**src/rtl/pc_fetch_unit.sv**
```systemverilog
// Instruction fetch stage: program counter, IF/ID pipeline register and the
// BOOT/RUN/HALT sequencer, with redirect, stall, flush and fetch-error handling.
module pc_fetch_unit #(
    parameter logic [31:0] RESET_PC  = 32'h0000_0000,
    parameter int unsigned MEM_WORDS = 256,
    parameter logic [31:0] HALT_WORD = 32'hFFFF_FFFF
) (
    input  logic        clk,
    input  logic        reset,
    input  logic        stall,
    input  logic        flush,
    input  logic        branch_taken,
    input  logic [31:0] branch_target,
    input  logic        jump,
    input  logic [31:0] jump_target,
    output logic [31:0] imem_addr,
    input  logic [31:0] imem_instr,
    output logic [31:0] ifid_instr,
    output logic [31:0] ifid_pc4,
    output logic        ifid_valid,
    output logic        halted,
    output logic        fetch_err
);

    typedef enum logic [1:0] {
        BOOT = 2'd0,
        RUN  = 2'd1,
        HALT = 2'd2
    } state_t;

    localparam logic [31:0] NOP       = 32'h0000_0000;
    localparam logic [31:0] MEM_LIMIT = 32'(MEM_WORDS);

    state_t      state_q, state_d;
    logic [31:0] pc_q, pc_d;
    logic [31:0] instr_q, instr_d;
    logic [31:0] pc4_q, pc4_d;
    logic        valid_q, valid_d;
    logic        err_q, err_d;

    logic        redirect;
    logic [31:0] redirect_target;
    logic [31:0] pc_plus4;
    logic        fetch_in_range;
    logic        capture;

    // jump outranks branch_taken when both redirect in the same cycle
    assign redirect        = jump | branch_taken;
    assign redirect_target = jump ? jump_target : branch_target;
    assign pc_plus4        = pc_q + 32'd4;
    assign fetch_in_range  = ({2'b00, pc_q[31:2]} < MEM_LIMIT);
    // the fetched word is only consumed when nothing squashes or holds IF/ID
    assign capture         = ~stall & ~flush & ~redirect;

    always_comb begin
        state_d = state_q;
        pc_d    = pc_q;
        instr_d = instr_q;
        pc4_d   = pc4_q;
        valid_d = valid_q;
        err_d   = err_q;

        unique case (state_q)
            BOOT: begin
                state_d = RUN;
                instr_d = NOP;
                pc4_d   = '0;
                valid_d = 1'b0;
            end

            RUN: begin
                if (redirect) begin
                    pc_d    = {redirect_target[31:2], 2'b00};
                    instr_d = NOP;
                    pc4_d   = '0;
                    valid_d = 1'b0;
                    if (redirect_target[1:0] != 2'b00) begin
                        err_d = 1'b1;
                    end
                end else if (stall) begin
                    if (flush) begin
                        instr_d = NOP;
                        pc4_d   = '0;
                        valid_d = 1'b0;
                    end
                end else if (flush) begin
                    pc_d    = pc_plus4;
                    instr_d = NOP;
                    pc4_d   = '0;
                    valid_d = 1'b0;
                end else if (!fetch_in_range) begin
                    pc_d    = pc_plus4;
                    instr_d = NOP;
                    pc4_d   = '0;
                    valid_d = 1'b0;
                    err_d   = 1'b1;
                end else if (imem_instr == HALT_WORD) begin
                    state_d = HALT;
                    instr_d = NOP;
                    pc4_d   = '0;
                    valid_d = 1'b0;
                end else begin
                    pc_d    = pc_plus4;
                    instr_d = imem_instr;
                    pc4_d   = pc_plus4;
                    valid_d = 1'b1;
                end
            end

            HALT: begin
                instr_d = NOP;
                pc4_d   = '0;
                valid_d = 1'b0;
            end

            default: begin
                state_d = BOOT;
                pc_d    = RESET_PC;
                instr_d = NOP;
                pc4_d   = '0;
                valid_d = 1'b0;
            end
        endcase
    end

    always_ff @(posedge clk) begin
        if (reset) begin
            state_q <= BOOT;
            pc_q    <= RESET_PC;
            instr_q <= NOP;
            pc4_q   <= '0;
            valid_q <= 1'b0;
            err_q   <= 1'b0;
        end else begin
            state_q <= state_d;
            pc_q    <= pc_d;
            instr_q <= instr_d;
            pc4_q   <= pc4_d;
            valid_q <= valid_d;
            err_q   <= err_d;
        end
    end

    assign imem_addr  = pc_q;
    assign ifid_instr = instr_q;
    assign ifid_pc4   = pc4_q;
    assign ifid_valid = valid_q;
    assign halted     = (state_q == HALT);
    assign fetch_err  = err_q;

    // capture is informational for the fetch decision tree above
    logic unused_capture;
    assign unused_capture = capture;

endmodule

```
**config.mk**
```make
export PLATFORM = sky130hd
export DESIGN_NAME = pc_fetch_unit
export DESIGN_NICKNAME = d
export VERILOG_FILES = /design/src/rtl/pc_fetch_unit.sv
export SDC_FILE = /design/constraint.sdc
export NUM_CORES = 1
export LEC_CHECK = 0
export ABC_AREA = 1
export BUFFER_PORTS_ARGS = -buffer_cell sky130_fd_sc_hd__buf_4
export CAP_MARGIN = 10
export CORE_ASPECT_RATIO = 1.25
export CORE_UTILIZATION = 49
export DETAILED_ROUTE_END_ITERATION = 8
export PLACE_DENSITY_LB_ADDON = 0.08
export SYNTH_ARGS = -nofsm -noshare
export SYNTH_HDL_FRONTEND = slang
export SYNTH_SLANG_ARGS = --single-unit
```
**constraint.sdc**
```tcl
create_clock -name clk -period 1.85 [get_ports clk]
set_input_delay 0.0925 -clock clk [delete_from_list [all_inputs] [get_ports clk]]
set_output_delay 0.0925 -clock clk [all_outputs]
set_load 0.02 [all_outputs]
```
==> flow_metrics.env, run 1 <==
export IMPL_fmax_mhz=567
export IMPL_maxCapViolCount=0
export IMPL_p_leak_uw=0.00307
export IMPL_clock_sinks=97
export IMPL_wl_met1_um=6380
export IMPL_routed_top_layer="met4"
export IMPL_finClkSkew_ns=0.00847
export IMPL_reg2reg_from="imem_addr[6]"
export IMPL_ir_drop_uv=420
export IMPL_io_buffers=198
export IMPL_yosysWarnings=0
export IMPL_wl_per_cell_um=15.4
export IMPL_critPathArrivalTime_ns=2.02
export IMPL_place_congestion=0.990
export IMPL_synth_top_area_share_pct=39.1
export IMPL_drc=0
export IMPL_drt_iter0_drc=344
export IMPL_max_slew_worst_pin_slew_ns=0.648
export IMPL_switchingPower_uw=1430
export IMPL_syn2layout_area_growth_pct=45.2
export IMPL_cp_end_kind="flip-flop"
export IMPL_clk_pin_slew_worst_paths_ns=0.07
export IMPL_cts_buffer_depth=2
export IMPL_rows=40
export IMPL_initial_utilization_pct=50.9
export IMPL_track_usage_pct=31.3
export IMPL_seq_power_share_pct=44.0
export IMPL_grt_ovfl_total=0
export IMPL_cts_tree="done"
export IMPL_netlist_top_cells_area="dfxtp_1 (39%), nand2_1 (17%), nor2_1 (8.7%), a21oi_1 (6.5%), nand3_1 (5.7%)"
export IMPL_drt_total_wl_um=16900
export IMPL_hold_violations=0
export IMPL_grt_max_degree=65
export IMPL_setup_tns_ns=0
export IMPL_core_um2=9760
export IMPL_p_sw_share_pct=29.1
export IMPL_r2r_slack_ns=0.09
export IMPL_die_area_um2=10600
export IMPL_status="complete, no violations"
export IMPL_critPathLaunchType="flip-flop"
export IMPL_setup_viol=0
export IMPL_relSlewSlack_pct=56.8
export IMPL_routed_via_density=5.40
export IMPL_synth_area_leader_cell="dfxtp_1"
export IMPL_ys_types=39
export IMPL_p_int_uw=3500
export IMPL_diodes=0
export IMPL_layout_drive_gt1_share_pct=30.7
export IMPL_fin_nets=1073
export IMPL_ys_ff_latch=97
export IMPL_rsz0062_at_grt="yes"
export IMPL_cts_hold_buffers=0
export IMPL_wl_met2_um=8420
export IMPL_met3RoutedLength_um=1370
export IMPL_dp_hpwl_um=12200
export IMPL_hp_class="in -> reg"
export IMPL_final_util_pct=74.0
export IMPL_antenna_found_initial=0
export IMPL_htreeDepth=3
export IMPL_dp_cells=1079
export IMPL_finalPower_uw=4930
export IMPL_fin_crit_sh_pct=95.3
export IMPL_whs_ns=0.0214
export IMPL_pwr_share_clk_pct=38.3
export IMPL_fin_cells=1101
export IMPL_cts_buffers=9
export IMPL_yosysSeqAreaShare_pct=39.1
export IMPL_clock_latency_ns=0.36
export IMPL_io_pins=201
export IMPL_syn_avg_cell_area_um2=6.60
export IMPL_min_from="imem_instr[23]"
export IMPL_synth_area_um2=4970
export IMPL_finalMaxSlewViolations=0
export IMPL_grt_pass1_vias=5450
export IMPL_die_w_um=92.1
export IMPL_power_density_nw_per_um2=683
export IMPL_post_route_min_period_ns=1.76
export IMPL_synthesis_instances=753
export IMPL_nFillCells=810
export IMPL_worstPathMaxFanout=5
export IMPL_drt_pass1_iterations=5
export IMPL_grt_pass1_wl_um=26100
export IMPL_cts_root_buf="clkbuf_16"
export IMPL_crit_required_ns=2.10
export IMPL_ant_nets=0
export IMPL_worstSetupPathType="reg -> reg"
export IMPL_fp_dieH_um=115
export IMPL_startpoint="imem_addr[6]"
export IMPL_route_vias_total=5943
export IMPL_power_frac_comb_pct=17.7
[layout make-up]
class | count | area, um2 | area share, %
multi-input combinational | 567 | 2720 | 37.6
sequential | 97 | 1940 | 26.9
timing repair buffer | 244 | 1900 | 26.4
clock buffer | 9 | 225 | 3.12
inverter | 51 | 191 | 2.65
tap | 126 | 158 | 2.18
clock inverter | 7 | 81.3 | 1.13
[state kept, by name, summed over array words and instances, names as in the netlist]
| register | cells |
|---|---|
| fetch_err | 1 |
| ifid_instr | 32 |
| ifid_pc4 | 31 |
| ifid_valid | 1 |
| imem_addr | 30 |
| state_q | 2 |
[synthesized netlist by cell type]
cell type / number
a31o_2: 1
nand3_2: 4
buf_6: 3
nand3b_1: 1
o221a_2: 4
o31ai_1: 1
nor3_1: 9
ha_1: 1
a22oi_1: 3
nand3_4: 1
buf_1: 3
nand4_1: 4
nor2_2: 6
a31oi_1: 6
nor4_1: 1
nor2_4: 2
a21oi_1: 65
inv_2: 5
inv_1: 44
xor2_1: 12
o221ai_1: 10
and2_1: 2
dfxtp_1: 97
o22ai_1: 5
buf_4: 6
clkinv_1: 2
nor2_1: 115
o21a_1: 1
clkbuf_1: 17
or2_2: 1
o21ai_1: 1
nand2_1: 227
buf_2: 10
or2_0: 5
o211ai_1: 3
conb_1: 1
o21ai_0: 14
a211oi_1: 3
nand3_1: 57
[routing by layer]
layer	vias to the layer above	GRT usage, %
li1	2874	-
met1	2717	36.8
met2	296	55.2
met3	56	4.45
met4	0	16.1
met5	-	0
[logic make-up after synthesis]
logic type               synth area share (%)
AND/OR/NAND/NOR                          36.6
AO/OA/AOI/OAI                            13.9
flip-flops                               39.1
buffers and inverters                    7.95
XOR/XNOR                                 2.11
adder cells (fa/ha/maj)                 0.252
other                                  0.0754
[through the flow]
stage / instance area (um2) / worst slack, ns
after floorplan: 4980 / 0.109
after global placement: 6760 / -0.0394
after detailed placement: 6760 / -0.105
after CTS: 7080 / 0.0376
after global routing: 7220 / -0.0390
final: 7220 / 0.0875
[repair_timing]
action	4_1_cts	5_1_grt
endpoints found under the setup margin	7	28
resized for setup	4	15
pin swaps	0	5
buffers inserted	0	4
cloned	0	2
[worst paths after layout]
path,endpoint,cells after the start
min,ifid_instr[23],3
max,imem_addr[12],9
max reg2reg,imem_addr[12],9
min reg2reg,ifid_pc4[16],2
[cells in the final DEF, fill, tap and decap left out, types with 2 or more instances in the layout]
cell,Yosys,routed
a211oi_1,3,3
a21oi_1,65,65
a22oi_1,3,3
a31oi_1,6,6
and2_1,2,2
buf_12,0,3
buf_4,6,239
clkbuf_16,0,11
clkinv_1,2,2
clkinv_8,0,2
conb_1,1,2
dfxtp_1,97,95
dfxtp_2,0,2
inv_1,44,42
inv_2,5,7
inv_6,0,2
inv_8,0,2
nand2_1,227,227
nand3_1,57,55
nand3_2,4,3
nand3_4,1,4
nand4_1,4,4
nor2_1,115,108
nor2_2,6,9
nor2_4,2,6
nor3_1,9,8
o211ai_1,3,3
o21ai_0,14,14
o221a_2,4,4
o221ai_1,10,10
o22ai_1,5,5
or2_0,5,5
xor2_1,12,12
[critical path: stages, from the launching register on]
cell and delay [ns]:
dfxtp_1 0.46, nand2_1 0.16, nor2_1 0.13, nand2_1 0.08, nor2_1 0.29, nor2_1 0.08
o31ai_1 0.27, nand2_1 0.09, nand2_1 0.08, nor2_1 0.04
[power by group through the flow]
stage	clock network [uW]	registers (uW)	logic (uW)
after detailed placement	0	2210	834
final	1890	2170	873
after global routing	1990	2170	944
after floorplan	0	2290	351
after global placement	0	2210	826
after CTS	1890	2160	840
Power figures use the tool's default switching activity.
==> inputs of run 2 (changes only) <==
Settings changed: CORE_MARGIN set to 3, CORE_UTILIZATION 49 to 50.
Clock period 1.85 ns to 2.15 ns, I/O delays scaled along.
==> run 2 against run 1 <==
Net effect:
- final area down 4.3%
- non-clock buffer count down 22
- final cell count is 2.0% lower
- maximum frequency is 13% lower
- critical path type unchanged
- clock-buffer cell count stayed put
- largest power group unchanged
==> flow_metrics.env, run 2 (synthesized netlist as in run 1, its figures left out) <==
export IMPL_fin_crit_sh_pct=94.2
export IMPL_crit_chain="nand3_2, nor2_2, nand4_1, nor2_1, nand2_1, a31oi_1, nor2_1, nor2_1"
export IMPL_max_slew_worst_pin_slew_ns=0.632
export IMPL_crit_cells=8
export IMPL_cpMostUsedCell="nor2_1"
export IMPL_hp_class="in -> reg"
export IMPL_cts_hold_buffers=0
export IMPL_wl_per_cell_um=15.4
export IMPL_p_sw_share_pct=28.5
export IMPL_worstSetupPathType="reg -> reg"
export IMPL_io_pins=201
export IMPL_path_delay_family="simple AND/OR/NAND/NOR gates"
export IMPL_reg2regPathDepth=8
export IMPL_use_met2_pct=49.7
export IMPL_route_vias_total=5811
export IMPL_dp_cells=1063
export IMPL_relSlewSlack_pct=57.9
export IMPL_drt_pass1_iterations=5
export IMPL_place_congestion=0.946
export IMPL_p_leak_uw=0.00293
export IMPL_layout_common_cells="nand2_1 (227), buf_4 (221), nor2_1 (112)"
export IMPL_largest_reg_flops=32
export IMPL_clock_latency_ns=0.34
export IMPL_syn2layout_area_growth_pct=39.0
export IMPL_postCtsSetupBuffers=0
export IMPL_max_stage_delay_ns=0.50
export IMPL_hold_violations=0
export IMPL_grt_ovfl_total=0
export IMPL_ant_nets=0
export IMPL_finalMaxSlewViolations=0
export IMPL_layout_commonest_cell="nand2_1"
export IMPL_p_int_uw=2950
export IMPL_seq_power_share_pct=45.4
export IMPL_critPathLaunchType="flip-flop"
export IMPL_status="complete, no violations"
export IMPL_io_buffers=198
export IMPL_ir_drop_uv=463
export IMPL_dp_hpwl_um=12300
export IMPL_clk_pin_slew_worst_paths_ns=0.07
export IMPL_fin_nets=1051
export IMPL_grt_pass1_vias=5488
export IMPL_ctsResizeCount=0
export IMPL_top_usage_layer="met2"
export IMPL_cp_end_kind="flip-flop"
export IMPL_power_frac_comb_pct=16.7
export IMPL_worstPathMaxFanout=6
export IMPL_antenna_found_initial=0
export IMPL_cts_root_buf="clkbuf_16"
export IMPL_fmax_mhz=494
export IMPL_routed_via_density=5.39
export IMPL_layout_drive_gt1_share_pct=27.8
export IMPL_cp_num_buf_inv=0
export IMPL_maxCapViolCount=0
export IMPL_crit_required_ns=2.42
export IMPL_fp_dieH_um=117
export IMPL_pwr_share_clk_pct=37.9
export IMPL_grt_max_degree=65
export IMPL_htreeDepth=3
export IMPL_cts_buffer_depth=2
export IMPL_critPathArrivalTime_ns=2.30
export IMPL_regArea_um2=1940
export IMPL_min_path_cells=3
export IMPL_diodes=0
export IMPL_rows=40
export IMPL_track_usage_pct=28.9
export IMPL_drt_iter0_drc=363
export IMPL_finClkSkew_ns=0.00697
export IMPL_clock_sinks=97
export IMPL_die_area_um2=11200
export IMPL_nFillCells=844
export IMPL_fin_cells=1079
export IMPL_grt_use_met3_pct=3.71
export IMPL_die_w_um=95.2
export IMPL_cts_tree="done"
export IMPL_setup_viol=0
export IMPL_power_density_nw_per_um2=598
export IMPL_rsz0062_at_grt="no"
export IMPL_drt_total_wl_um=16600
export IMPL_grt_pass1_wl_um=25800
export IMPL_grtUsageMet1_pct=33.7
export IMPL_drc=0
export IMPL_critPathSlowestCell="dfxtp_1"
export IMPL_multi_input_area_um2=2650
export IMPL_switchingPower_uw=1180
export IMPL_initial_utilization_pct=51.5
export IMPL_post_route_min_period_ns=2.03
export IMPL_core_um2=9660
export IMPL_cts_buffers=9
export IMPL_setup_tns_ns=0
-- run 2: changes by cell type in the layout (fill, tap and decap cells not counted), sizes merged --
cell,before,now
buf,242,222
clkinv,5,3
clkinvlp,0,2
clkbuf,11,9
-- run 2: area by class of cell --
cell class	count	share of cell area [%]
clock buffers	9	3.26
clock inverters	7	0.905
inverters	51	2.77
multi-input cells	567	38.4
flip-flops and latches	97	28.1
well taps	126	2.28
repair buffers	222	24.3
-- run 2: power groups by stage --
stage	clock [uW]	combinational, uW	sequential [uW]
floorplan	0	302	1970
global placement	0	668	1910
detailed placement	0	679	1920
CTS	1580	683	1870
global route	1650	748	1880
finish	1570	688	1880
-- run 2: tightest hold or removal path: cells and delay by family --
kind	cells	cell delay, ns
buffers and inverters	1	0.11
AOI/OAI and AO/OA	1	0.05
and+or+nand+nor	1	0.07
-- run 2: path summary, 6_finish.rpt --
check,startpoint,to,slack (ns)
worst max register to register,imem_addr[4],imem_addr[23],0.12
worst max-delay path,imem_addr[4],imem_addr[23],0.12
worst min-delay path,imem_instr[1],ifid_instr[1],0.05
worst min register to register,ifid_pc4[18],ifid_pc4[18],0.45
-- run 2: layer usage --
layer	wire length, um	part of all wire, %
met5	0	0
met4	661	4.0
met3	1360	8.2
met2	8480	51
met1	6130	37
-- run 2: through the flow --
| stage | power [uW] | setup WS (ns) | utilization [%] | area, um2 | hold WS, ns |
|---|---|---|---|---|---|
| after global routing | 4280 | 0.0123 | 71.5 | 6910 | 0.0608 |
| after detailed placement | 2590 | 0.179 | 68.5 | 6620 | 0.404 |
| after floorplan | 2270 | 0.409 | - | 4980 | 0.268 |
| after global placement | 2580 | 0.233 | 68.5 | 6620 | 0.395 |
| after CTS | 4140 | 0.129 | 71.5 | 6910 | 0.0402 |
| final | 4130 | 0.124 | 71.5 | 6910 | 0.0466 |
